`src/rtl/timer_irq_bus_pkg.sv`:
```
// Shared constants for the memory-mapped tick timer.
//
// Contents:
//   TMR_BASE        - ram_addr[31:28] region that selects the timer at top level
//   TMR_CTRL..      - register offsets, compared against addr[3:2]
//   CTRL_*          - bit positions inside the CTRL register
//   tmr_region_hit  - top-level decode helper for a full 32-bit data address
package timer_irq_bus_pkg;

  localparam logic [3:0] TMR_BASE = 4'hC;

  localparam logic [1:0] TMR_CTRL   = 2'd0;
  localparam logic [1:0] TMR_LOAD   = 2'd1;
  localparam logic [1:0] TMR_COUNT  = 2'd2;
  localparam logic [1:0] TMR_STATUS = 2'd3;

  localparam int unsigned CTRL_EN      = 0;
  localparam int unsigned CTRL_RELOAD  = 1;
  localparam int unsigned CTRL_IE      = 2;
  localparam int unsigned CTRL_PRE_LSB = 8;

  // True when a CPU data address falls in the timer's region.
  function automatic logic tmr_region_hit(input logic [31:0] ram_addr);
    return ram_addr[31:28] == TMR_BASE;
  endfunction

endpackage

```
`src/rtl/timer_irq_bus_if.sv`:
```
// Simple slave bus shared by the gpio, uart and timer peripherals.
//
// Signals:
//   ce   - slave select, one-cycle strobe per access
//   we   - 1 = write, 0 = read, qualified by ce
//   addr - byte address within the slave
//   din  - write data from the master
//   dout - registered read data from the slave, valid the cycle after ce
interface timer_irq_bus_if;

  logic        ce;
  logic        we;
  logic [3:0]  addr;
  logic [31:0] din;
  logic [31:0] dout;

  modport master (
    output ce,
    output we,
    output addr,
    output din,
    input  dout
  );

  modport slave (
    input  ce,
    input  we,
    input  addr,
    input  din,
    output dout
  );

endinterface

```
`src/rtl/timer_prescaler.sv`:
```
// Prescaler for the tick timer: divides clk by (pre + 1).
//
// Ports:
//   clk  - system clock
//   rst  - asynchronous active-high reset
//   en   - count enable; the counter holds while low
//   clr  - synchronous restart of the counter from 0, overrides en
//   pre  - terminal value; a tick fires on the cycle the counter equals it
//   tick - one-cycle pulse, combinational from the current counter state
module timer_prescaler #(
  parameter int unsigned PRE_W = 8
) (
  input  logic             clk,
  input  logic             rst,
  input  logic             en,
  input  logic             clr,
  input  logic [PRE_W-1:0] pre,
  output logic             tick
);

  logic [PRE_W-1:0] cnt_q, cnt_d;
  logic             at_term;

  assign at_term = (cnt_q == pre);

  // A restart suppresses the tick so a colliding register write wins.
  assign tick = en & ~clr & at_term;

  always_comb begin
    cnt_d = cnt_q;
    if (clr) begin
      cnt_d = '0;
    end else if (en) begin
      cnt_d = at_term ? '0 : cnt_q + PRE_W'(1);
    end
  end

  always_ff @(posedge clk or posedge rst) begin
    if (rst) begin
      cnt_q <= '0;
    end else begin
      cnt_q <= cnt_d;
    end
  end

endmodule

```
`src/rtl/timer_irq_bus.sv`:
```
// Memory-mapped down-counting timer with a level interrupt to the core.
//
// Register map (addr[3:2]):
//   0 CTRL   RW  bit0 EN, bit1 RELOAD, bit2 IE, bits[8 +: PRE_W] PRE
//   1 LOAD   RW  reload value; writing it also loads COUNT and restarts the prescaler
//   2 COUNT  RO  current count
//   3 STATUS     bit0 EXP, write 1 to clear
//
// Ports:
//   clk - system clock
//   rst - asynchronous active-high reset
//   bus - slave side of the peripheral bus (ce, we, addr, din, dout)
//   irq - registered level interrupt, EXP & IE
module timer_irq_bus
  import timer_irq_bus_pkg::*;
#(
  parameter int unsigned PRE_W = 8,
  parameter int unsigned CNT_W = 32
) (
  input  logic               clk,
  input  logic               rst,
  timer_irq_bus_if.slave     bus,
  output logic               irq
);

  // Register state
  logic             en_q, en_d;
  logic             reload_q, reload_d;
  logic             ie_q, ie_d;
  logic [PRE_W-1:0] pre_q, pre_d;
  logic [CNT_W-1:0] load_q, load_d;
  logic [CNT_W-1:0] count_q, count_d;
  logic             exp_q, exp_d;
  logic [31:0]      dout_q, dout_d;
  logic             irq_q, irq_d;

  // Access decode
  logic       wr, rd;
  logic [1:0] sel;
  logic       ctrl_wr, load_wr, status_wr;
  logic       unused_addr;

  assign wr        = bus.ce & bus.we;
  assign rd        = bus.ce & ~bus.we;
  assign sel       = bus.addr[3:2];
  assign ctrl_wr   = wr & (sel == TMR_CTRL);
  assign load_wr   = wr & (sel == TMR_LOAD);
  assign status_wr = wr & (sel == TMR_STATUS);

  // Registers are word aligned; the byte offset is ignored.
  assign unused_addr = ^bus.addr[1:0];

  // Prescaler control. A CTRL write clearing EN stops the prescaler on the same edge
  // so a coincident tick has no effect; a LOAD write or an EN 0->1 write restarts it.
  logic pre_en, pre_clr, tick;

  assign pre_en  = en_q & ~(ctrl_wr & ~bus.din[CTRL_EN]);
  assign pre_clr = load_wr | (ctrl_wr & bus.din[CTRL_EN] & ~en_q);

  timer_prescaler #(
    .PRE_W (PRE_W)
  ) u_prescaler (
    .clk  (clk),
    .rst  (rst),
    .en   (pre_en),
    .clr  (pre_clr),
    .pre  (pre_q),
    .tick (tick)
  );

  // Read data mux; COUNT returns the value before this edge.
  logic [31:0] rd_data;

  always_comb begin
    rd_data = '0;
    unique case (sel)
      TMR_CTRL: begin
        rd_data[CTRL_EN]                  = en_q;
        rd_data[CTRL_RELOAD]              = reload_q;
        rd_data[CTRL_IE]                  = ie_q;
        rd_data[CTRL_PRE_LSB +: PRE_W]    = pre_q;
      end
      TMR_LOAD:   rd_data[CNT_W-1:0] = load_q;
      TMR_COUNT:  rd_data[CNT_W-1:0] = count_q;
      TMR_STATUS: rd_data[0]         = exp_q;
    endcase
  end

  // Next-state logic. Ordering of the statements encodes the collision priorities:
  // tick effects first, then register writes override them.
  logic exp_set;

  always_comb begin
    en_d     = en_q;
    reload_d = reload_q;
    ie_d     = ie_q;
    pre_d    = pre_q;
    load_d   = load_q;
    count_d  = count_q;
    exp_d    = exp_q;
    exp_set  = 1'b0;

    if (tick) begin
      if (count_q != '0) begin
        count_d = count_q - CNT_W'(1);
      end else begin
        exp_set = 1'b1;
        if (reload_q) begin
          count_d = load_q;
        end else begin
          // One-shot: park at zero and stop.
          en_d = 1'b0;
        end
      end
    end

    if (status_wr && bus.din[0]) begin
      exp_d = 1'b0;
    end
    // A new expiry beats a clear in the same cycle.
    if (exp_set) begin
      exp_d = 1'b1;
    end

    if (ctrl_wr) begin
      en_d     = bus.din[CTRL_EN];
      reload_d = bus.din[CTRL_RELOAD];
      ie_d     = bus.din[CTRL_IE];
      pre_d    = bus.din[CTRL_PRE_LSB +: PRE_W];
    end

    // pre_clr already blocks the tick, so COUNT takes din without a decrement.
    if (load_wr) begin
      load_d  = bus.din[CNT_W-1:0];
      count_d = bus.din[CNT_W-1:0];
    end

    irq_d  = exp_d & ie_d;
    dout_d = rd ? rd_data : dout_q;
  end

  always_ff @(posedge clk or posedge rst) begin
    if (rst) begin
      en_q     <= 1'b0;
      reload_q <= 1'b0;
      ie_q     <= 1'b0;
      pre_q    <= '0;
      load_q   <= '0;
      count_q  <= '0;
      exp_q    <= 1'b0;
      dout_q   <= '0;
      irq_q    <= 1'b0;
    end else begin
      en_q     <= en_d;
      reload_q <= reload_d;
      ie_q     <= ie_d;
      pre_q    <= pre_d;
      load_q   <= load_d;
      count_q  <= count_d;
      exp_q    <= exp_d;
      dout_q   <= dout_d;
      irq_q    <= irq_d;
    end
  end

  assign bus.dout = dout_q;
  assign irq      = irq_q;

endmodule

```
`src/flat_wrapper.sv`:
```
// flat-port wrapper written by rule: the top's interface ports become plain ports
module timer_irq_bus_flat import timer_irq_bus_pkg::*;
#(
  parameter int unsigned PRE_W = 8,
  parameter int unsigned CNT_W = 32
)
  (clk, rst, irq, bus_ce, bus_we, bus_addr, bus_din, bus_dout);
  timer_irq_bus_if bus_i ();
  input  logic clk;
  input  logic rst;
  output logic irq;
  input wire logic [$bits(bus_i.ce)-1:0] bus_ce;
  input wire logic [$bits(bus_i.we)-1:0] bus_we;
  input wire logic [$bits(bus_i.addr)-1:0] bus_addr;
  input wire logic [$bits(bus_i.din)-1:0] bus_din;
  output wire logic [$bits(bus_i.dout)-1:0] bus_dout;
  assign bus_i.ce = bus_ce;
  assign bus_i.we = bus_we;
  assign bus_i.addr = bus_addr;
  assign bus_i.din = bus_din;
  assign bus_dout = bus_i.dout;
  timer_irq_bus #(.PRE_W(PRE_W), .CNT_W(CNT_W)) u_core (.clk(clk), .rst(rst), .bus(bus_i), .irq(irq));
endmodule
```
`config.mk`:
```
export PLATFORM = sky130hd
export DESIGN_NAME = timer_irq_bus_flat
export DESIGN_NICKNAME = d
export VERILOG_FILES = /design/src/rtl/timer_irq_bus_pkg.sv /design/src/rtl/timer_irq_bus_if.sv /design/src/rtl/timer_prescaler.sv /design/src/rtl/timer_irq_bus.sv /design/src/flat_wrapper.sv
export SDC_FILE = /design/constraint.sdc
export NUM_CORES = 1
export LEC_CHECK = 0
export CAP_MARGIN = 5
export CELL_PAD_IN_SITES_DETAIL_PLACEMENT = 1
export CELL_PAD_IN_SITES_GLOBAL_PLACEMENT = 2
export CORE_AREA = 5 5 135 137
export CTS_BUF_LIST = sky130_fd_sc_hd__clkbuf_8 sky130_fd_sc_hd__clkbuf_16
export DETAILED_ROUTE_END_ITERATION = 12
export DIE_AREA = 0 0 140 142
export GPL_ROUTABILITY_DRIVEN = 0
export PLACE_DENSITY = 0.88
export SKIP_CTS_REPAIR_TIMING = 1
export SYNTH_ARGS = -nofsm -noshare
export SYNTH_HDL_FRONTEND = slang
export SYNTH_SLANG_ARGS = --single-unit
```
`constraint.sdc`:
```
create_clock -name clk -period 7 [get_ports clk]
set_input_delay 1.4 -clock clk [delete_from_list [all_inputs] [get_ports clk]]
set_output_delay 1.4 -clock clk [all_outputs]
set_load 0.01 [all_outputs]
```
==> results of run 1 <==
through the flow:
step,hold WS [ns],instances,util
finish,0.476,972,0.451
global route,0.503,972,0.451
CTS,0.481,972,0.451
detailed placement,0.469,940,0.413
global placement,0.463,940,0.413
floorplan,0.454,686,-
critical path: stages:
cell and delay (ns):
clkdlybuf4s50_1 0.54, inv_1 0.10, ha_1 0.41, nor2b_1 0.24, o211ai_1 0.20, or4b_1 0.46
buf_4 0.24, o21ai_2 0.86, o21ai_0 0.25, o2bb2ai_1 0.19
layer usage:
layer,vias up,track usage,share of wire
met5,-,0,0
met4,0,0.0780,0.022
met3,39,0.0450,0.044
met2,130,0.338,0.49
met1,2837,0.262,0.45
li1,2575,-,-
report_power, final:
part | leakage (nW) | internal, W | total, W | switching (W)
Combinational | 1.38 | 0.000234 | 0.000475 | 0.000241
Clock | 0.318 | 0.000623 | 0.000936 | 0.000313
Sequential | 1.49 | 0.000812 | 0.000993 | 0.000181
Total | 3.19 | 0.00167 | 0.00241 | 0.000736
Yosys cell counts, drive strengths merged (5+ instances only):
cell type / number
a21oi: 34
a222oi: 11
a22oi: 22
a2bb2oi: 5
a31oi: 7
buf: 9
clkbuf: 42
dfrtp: 117
ha: 9
inv: 9
mux2: 10
nand2: 159
nand3: 13
nand4: 10
nor2: 27
nor3: 13
nor4: 14
o211ai: 6
o21ai: 75
o31ai: 5
or3: 7
or4: 6
xnor2: 16
flip-flops by register name (all words and copies together) (netlist names):
register                  count
u_core.bus.dout              32
u_core.count_q               32
u_core.en_q                   1
u_core.exp_q                  1
u_core.ie_q                   1
u_core.irq                    1
u_core.load_q                32
u_core.pre_q                  8
u_core.reload_q               1
u_core.u_prescaler.cnt_q      8
worst min path at each step:
stage,start,to,cells past startpoint
final,u_core.bus.dout[1],u_core.bus.dout[1],2
after global routing,u_core.bus.dout[14],u_core.bus.dout[14],2
after CTS,u_core.bus.dout[1],u_core.bus.dout[1],2
after detailed placement,u_core.bus.dout[1],u_core.bus.dout[1],2
after global placement,u_core.bus.dout[1],u_core.bus.dout[1],2
after floorplan,u_core.load_q[29],u_core.load_q[29],2
layout by cell type (no fill, tap or decap), drive strengths merged, types with 10 or more instances in the layout:
cell	instances
nand4	10
buf	10
mux2	10
o21ai	75
nor2	27
dfrtp	117
xnor2	16
clkbuf	24
a222oi	11
nor4	14
a22oi	22
nor3	13
nand3	13
a21oi	34
nand2	159
clkdlybuf4s50	70
final cells by class:
type | instances | area, µm² | share of cell area
clock buffer | 24 | 522 | 0.0683
sequential | 117 | 2930 | 0.383
tap | 225 | 282 | 0.0368
multi-input combinational | 509 | 2980 | 0.390
timing repair buffer | 80 | 776 | 0.102
inverter | 9 | 36.3 | 0.00475
clock inverter | 8 | 118 | 0.0154
cells by family (layout without fill, tap and decap cells):
group           Yosys count  in the layout  synth area share
mux                      12             12            0.0216
flops                   117            117             0.477
simple gates            273            273             0.211
fa+ha+maj                 9              9            0.0184
xor+xnor                 19             19            0.0271
buf+inv                  60            121            0.0389
compound gates          196            196             0.206
==> results.cfg, run 1 <==
[logic_synthesis]
syn_avg_cell_area_um2 = 8.94
synth_cell_types = 63
synth_area_leaders = dfrtp_1, nand2_1, o21ai_0, a21oi_1, a22oi_1
synth_seq_cells = 117
synth_edf_count = 0
synthCells = 686
synthesis.nets = 735
ys_async_sr_fraction = 1.00
ys_seq_area_frac = 0.477
synth_top_cell_by_area = dfrtp_1
yosysWarnings = 0
synthFlopType = dfrtp_1
synthesis.area_mm2 = 0.00614
synth.top_cell.area_share = 0.477

[route]
drc = 0
vias_per_cell = 5.74
first_pass_iters = 5
vias = 5581
antenna_left = 0
wl_per_cell_um = 20.3
routed_wl_mm = 19.7
drt_iter0_markers = 339

[placement]
port_buffers = 70
postPlaceCellArea_mm2 = 0.00700
place_ws_ns = 1.99
dpl.hpwl_mm = 13.1

[timing]
setup_tns_ns = 0
worst_slack_ns = 2.38
hold_violations = 0
max_slew_margin = 0.286
max_freq_ghz = 0.216
fin_crit_ns = 4.62
clock_skew_ns = 0.00691
worst_pin_slew_ns = 1.07
drv_slew = 0
setup_viol = 0
min_period_over_period = 0.660
rsz0062_at_grt = no

[floorplan]
start_util = 0.362
pin_count = 73
die-area_mm2 = 0.0199
die_h_um = 142
die_width_um = 140
core_area_mm2 = 0.0169
row_count = 48

[layout]
antenna_cells = 0
drive_gt1_frac = 0.0910
area_growth_syn_to_layout_pct = 24.5
fill_cells = 1960
fin_area_mm2 = 0.00764
nNetsFinal = 783

[grt]
grt.total_usage = 0.204
grt_max_degree = 62
grt_overflow = 0
grt_pass1_vias = 6046
antenna_found_initial = 0
grt_pass1_wl_mm = 32.2

[clocking]
cts_made_buffers = 17
cts_tree = yes
ctsHtreeMaxLevel = 4
clk_pin_slew_worst_paths_ns = 0.05
clockBufferDepth = 2
clkSinkCount = 117
clk_latency_ns = 0.42
cts_root_buffer = clkbuf_16

[run]
cap_violations = 0

[worst_setup_path]
startpoint = bus_addr[2]
worstPathMaxFanout = 23
rr_startpoint = u_core.count_q[12]
worstPathArrival_ns = 4.91
cp-end-kind = flip-flop
rr_worst_depth = 6
cp.required_ns = 7.29
crit-reg2reg-capture = u_core.count_q[15]
rrSetupSlack_ns = 3.69
critical_path_class = primary input to flip-flop
crit_path_end = u_core.count_q[10]
critPathLaunchType = primary input

[worst_hold_path]
min_path_type = flip-flop to flip-flop

[run_status]
status = completed

[power_and_ir_drop]
leakage_nw = 3.19
p_total_w = 0.00241
power.density_mw_per_mm2 = 315
ir_drop_uv = 180
No activity file was read; power rests on OpenSTA's default activity.
==> run 2: changes to the inputs <==
Settings changed: CORE_AREA 5 5 135 137 to 5 5 147 149, DIE_AREA 0 0 140 142 to 0 0 152 154, PLACE_DENSITY 0.88 to 0.79.
Clock period 7 ns to 4.1 ns, I/O delays scaled along.
==> run 2 against run 1 <==
Against the previous run: cell count increased by 5.7%; register-to-register slack worse by 2.6 ns; clock-buffer cell count fell by 4; combinational power grew 74%; sequential share of layout area down 0.50 points; setup slack got worse by 1.7 ns; highest routed layer unchanged.
==> results.cfg, run 2 (synthesized netlist as in run 1, its figures left out) <==
[timing]
clock_skew_ns = 0.00743
max_slew_margin = 0.453
setup_tns_ns = 0
fin_crit_ns = 3.43
worst_slack_ns = 0.673
drv_slew = 0
hold_violations = 0
min_period_over_period = 0.836
rsz0062_at_grt = no
worst_pin_slew_ns = 0.819
max_freq_ghz = 0.292
setup_viol = 0

[clocking]
cts_tree = yes
clkSinkCount = 117
cts_made_buffers = 17
clockBufferDepth = 2
clk_pin_slew_worst_paths_ns = 0.06
clk_latency_ns = 0.42
cts_root_buffer = clkbuf_16
ctsHtreeMaxLevel = 4

[worst_setup_path]
crit-reg2reg-capture = u_core.count_q[29]
cp-end-kind = flip-flop
rrSetupSlack_ns = 1.08
worstPathArrival_ns = 3.77
cp.required_ns = 4.44
rr_worst_depth = 8
critical_path_class = primary input to flip-flop
critPathLaunchType = primary input
worstPathMaxFanout = 8
rr_startpoint = u_core.count_q[0]

[placement]
dp_cells = 995
postPlaceCellArea_mm2 = 0.00714
place_ws_ns = 0.244
dpl.hpwl_mm = 14.2
port_buffers = 70

[route]
antenna_left = 0
drt_iter0_markers = 340
vias = 5569
routed_wl_mm = 20.5
first_pass_iters = 5
drc = 0
vias_per_cell = 5.42
wl_per_cell_um = 20.0

[grt]
grt_overflow = 0
grt.total_usage = 0.179
grt_pass1_vias = 6012
antenna_found_initial = 0
grt_pass1_wl_mm = 33.8
grt_max_degree = 73

[worst_hold_path]
hold_end = u_core.bus.dout[5]
hold_path_depth = 2
hp-start = u_core.bus.dout[5]
min_path_type = flip-flop to flip-flop

[layout]
antenna_cells = 0
fin_area_mm2 = 0.00774
final_common_cell = nand2_1
utilization = 0.386
area_growth_syn_to_layout_pct = 26.1
nNetsFinal = 793
fill_cells = 2338
final_cell_mix = nand2_1, dfrtp_1, o21ai_0
drive_gt1_frac = 0.103
stdcell_count = 1027

[floorplan]
core_area_mm2 = 0.0200
die_width_um = 152
die_h_um = 154
die-area_mm2 = 0.0234
pin_count = 73
row_count = 52
start_util = 0.306

[power_and_ir_drop]
p_sw_w = 0.00129
power.density_mw_per_mm2 = 519
p_sw_frac = 0.321
ir_drop_uv = 247
p_seq_frac = 0.421
leakage_nw = 3.20
p_int_w = 0.00273
comb_power_share = 0.206
clkPwrFrac = 0.373

[run]
cap_violations = 0

[run_status]
status = completed
run 2: power by group through the flow:
stage | Combinational, W | Sequential (W) | Clock [W]
floorplan | 0.000574 | 0.00159 | 0
global placement | 0.000790 | 0.00169 | 0
detailed placement | 0.000830 | 0.00171 | 0
CTS | 0.000838 | 0.00169 | 0.00153
global route | 0.000926 | 0.00173 | 0.00158
finish | 0.000828 | 0.00169 | 0.00150
run 2: metal layers:
metal,wire [µm],GRT usage,vias to the layer above
met1,9410,0.236,2830
met5,0,0,-
met3,807,0.0382,23
met4,295,0.0561,0
li1,-,-,2598
met2,9990,0.295,118
run 2: worst max-delay path by stage:
stage           startpoint            endpoint  slack [ns]
3_3_place_gp   bus_addr[2]  u_core.count_q[20]        0.33
5_1_grt        bus_addr[3]  u_core.count_q[20]        0.55
3_5_place_dp   bus_addr[2]  u_core.count_q[20]        0.24
2_1_floorplan          rst  u_core.bus.dout[0]        0.18
6_report       bus_addr[2]  u_core.count_q[20]        0.67
4_1_cts        bus_addr[2]  u_core.count_q[20]        0.69
run 2: area by class of cell:
cell class                 count  area, µm²  area share
inverter                       9       36.3     0.00469
multi-input combinational    509       2980       0.385
timing repair buffer          90        863       0.112
clock inverter                12        129      0.0167
clock buffer                  20        467      0.0603
sequential                   117       2930       0.378
tap                          270        338      0.0436
run 2: through the flow:
| step | hold slack (ns) | total power (W) |
|---|---|---|
| 3_3_place_gp | 0.467 | 0.00248 |
| 4_1_cts | 0.486 | 0.00405 |
| 2_1_floorplan | 0.454 | 0.00217 |
| 6_report | 0.476 | 0.00402 |
| 3_5_place_dp | 0.473 | 0.00254 |
| 5_1_grt | 0.511 | 0.00424 |
run 2: critical path, cell delays in order:
cell             delay, ns
clkdlybuf4s50_1       0.56
inv_1                 0.11
ha_1                  0.22
nor2b_1               0.13
o211ai_1              0.23
or4b_1                0.67
or2_2                 0.49
or3_1                 0.37
a31oi_1               0.17
==> run 3: changes to the inputs <==
Settings changed: CORE_AREA 5 5 147 149 to 5 5 139 141, DIE_AREA 0 0 152 154 to 0 0 144 146, PLACE_DENSITY 0.79 to 0.84.
Clock period 4.1 ns to 3.4 ns, I/O delays scaled along.
==> run 3 against run 2 <==
Against the previous run: worst hold slack worse by 0.0016 ns; global-route usage increased by 1.9 points; power is 18% higher; register-to-register slack worse by 0.64 ns; die area is 10% lower; critical path type unchanged; highest routed layer unchanged.
==> results.cfg, run 3 (synthesized netlist as in run 1, its figures left out) <==
[run_status]
status = completed

[floorplan]
core_area_mm2 = 0.0178
die_h_um = 146
row_count = 49
start_util = 0.344
pin_count = 73
die_width_um = 144
die-area_mm2 = 0.0210

[layout]
final_common_cell = nand2_1
utilization = 0.435
antenna_cells = 0
final_cell_mix = nand2_1, dfrtp_1, o21ai_0
drive_gt1_frac = 0.113
area_growth_syn_to_layout_pct = 26.5
nNetsFinal = 807

[timing]
hold_violations = 0
min_period_over_period = 0.880
drv_slew = 0
max_freq_ghz = 0.334
clock_skew_ns = 0.00981
worst_slack_ns = 0.409
rsz0062_at_grt = no
setup_viol = 0
worst_pin_slew_ns = 1.02
fin_crit_ns = 2.99
hold_ws_ns = 0.475
max_slew_margin = 0.314

[grt]
grt.total_usage = 0.198
grt_overflow = 0
grt_max_degree = 118
antenna_found_initial = 0
grt_pass1_wl_mm = 33.3
grt_pass1_vias = 6149

[worst_setup_path]
worstPathMaxFanout = 13
worstPathArrival_ns = 3.29
startpoint = bus_addr[3]
cp_common_cell = buf_4
path_delay_family = buffers and inverters
rrSetupSlack_ns = 0.44
crit_path_top_delay_cell = or4b_1
critical_path_class = primary input to flip-flop
worstPathCellList = clkdlybuf4s50_1, inv_1, ha_1, nor2b_1, o211ai_1, or4b_1, buf_4, o21ai_2, buf_4, o21ai_0, o2bb2ai_1
cp-end-kind = flip-flop
rr_startpoint = u_core.count_q[0]
cpPeakStageDelay_ns = 0.58
critPathLaunchType = primary input
cp_num_buf_inv = 4
cp.required_ns = 3.70

[clocking]
cts_made_buffers = 17
clkSinkCount = 117
cts_root_buffer = clkbuf_16
ctsHtreeMaxLevel = 4
clk_pin_slew_worst_paths_ns = 0.05
cts_tree = yes
clockBufferDepth = 2
clk_latency_ns = 0.42

[route]
drc = 0
wl_per_cell_um = 20.3
vias = 5683
routed_wl_mm = 20.2
antenna_left = 0
vias_per_cell = 5.71
drt_iter0_markers = 345
first_pass_iters = 5

[placement]
place_ws_ns = -0.00178
dpl.hpwl_mm = 14.2
port_buffers = 70

[worst_hold_path]
hp-start = u_core.bus.dout[6]
min_path_type = flip-flop to flip-flop

[run]
cap_violations = 0

[power_and_ir_drop]
ir_drop_uv = 342
power.density_mw_per_mm2 = 611
leakage_nw = 3.27
run 3: cell types whose count changed in the layout (fill, tap and decap cells not counted), sizes merged:
cell,delta
clkinvlp,-5
bufinv,-1
buf,+14
clkbuf,+2
run 3: routing by layer:
layer,GRT usage,vias to the layer above,part of all wire
met5,0,-,0
met4,0.0593,0,0.019
met3,0.0424,27,0.047
met2,0.317,126,0.48
met1,0.269,2913,0.45
li1,-,2617,-
run 3: area by class of cell:
class	instances	area (µm²)
inverters	9	37.5
multi-input cells	509	2980
fillers	2018	10100
clock buffers	22	494
flip-flops and latches	117	2930
repair buffers	104	981
well taps	229	287
clock inverters	6	53.8
run 3: metrics by stage:
step / instance area (µm²) / std cells / setup TNS (ns) / total power [W]
after floorplan: 6140 / 686 / 0 / 0.00261
after global placement: 7210 / 968 / 0 / 0.00300
after detailed placement: 7210 / 968 / -0.00178 / 0.00308
after CTS: 7760 / 996 / 0 / 0.00478
after global routing: 7760 / 996 / 0 / 0.00502
final: 7760 / 996 / 0 / 0.00474
run 3: power by group:
| part | total (W) | internal (W) | switching [W] |
|---|---|---|---|
| logic | 0.00102 | 0.000502 | 0.000519 |
| registers | 0.00205 | 0.00167 | 0.000377 |
| clock network | 0.00167 | 0.00107 | 0.000596 |
| total | 0.00474 | 0.00325 | 0.00149 |
run 3: final timing paths:
path	endpoint	depth (start not counted)
worst max register to register	u_core.count_q[11]	8
max in group asynchronous	u_core.count_q[7]	3
worst min register to register	u_core.bus.dout[6]	2
min in group asynchronous	u_core.load_q[15]	3
worst min-delay path	u_core.bus.dout[6]	2
worst max-delay path	u_core.count_q[14]	11
run 3: worst register-to-register path, stage by stage (launching register included):
cell	delay (ns)
dfrtp_1	0.44
inv_1	0.18
ha_1	0.17
or4b_1	0.48
or4_4	0.57
nor3_2	0.23
o21a_1	0.47
buf_4	0.23
o21ai_0	0.09
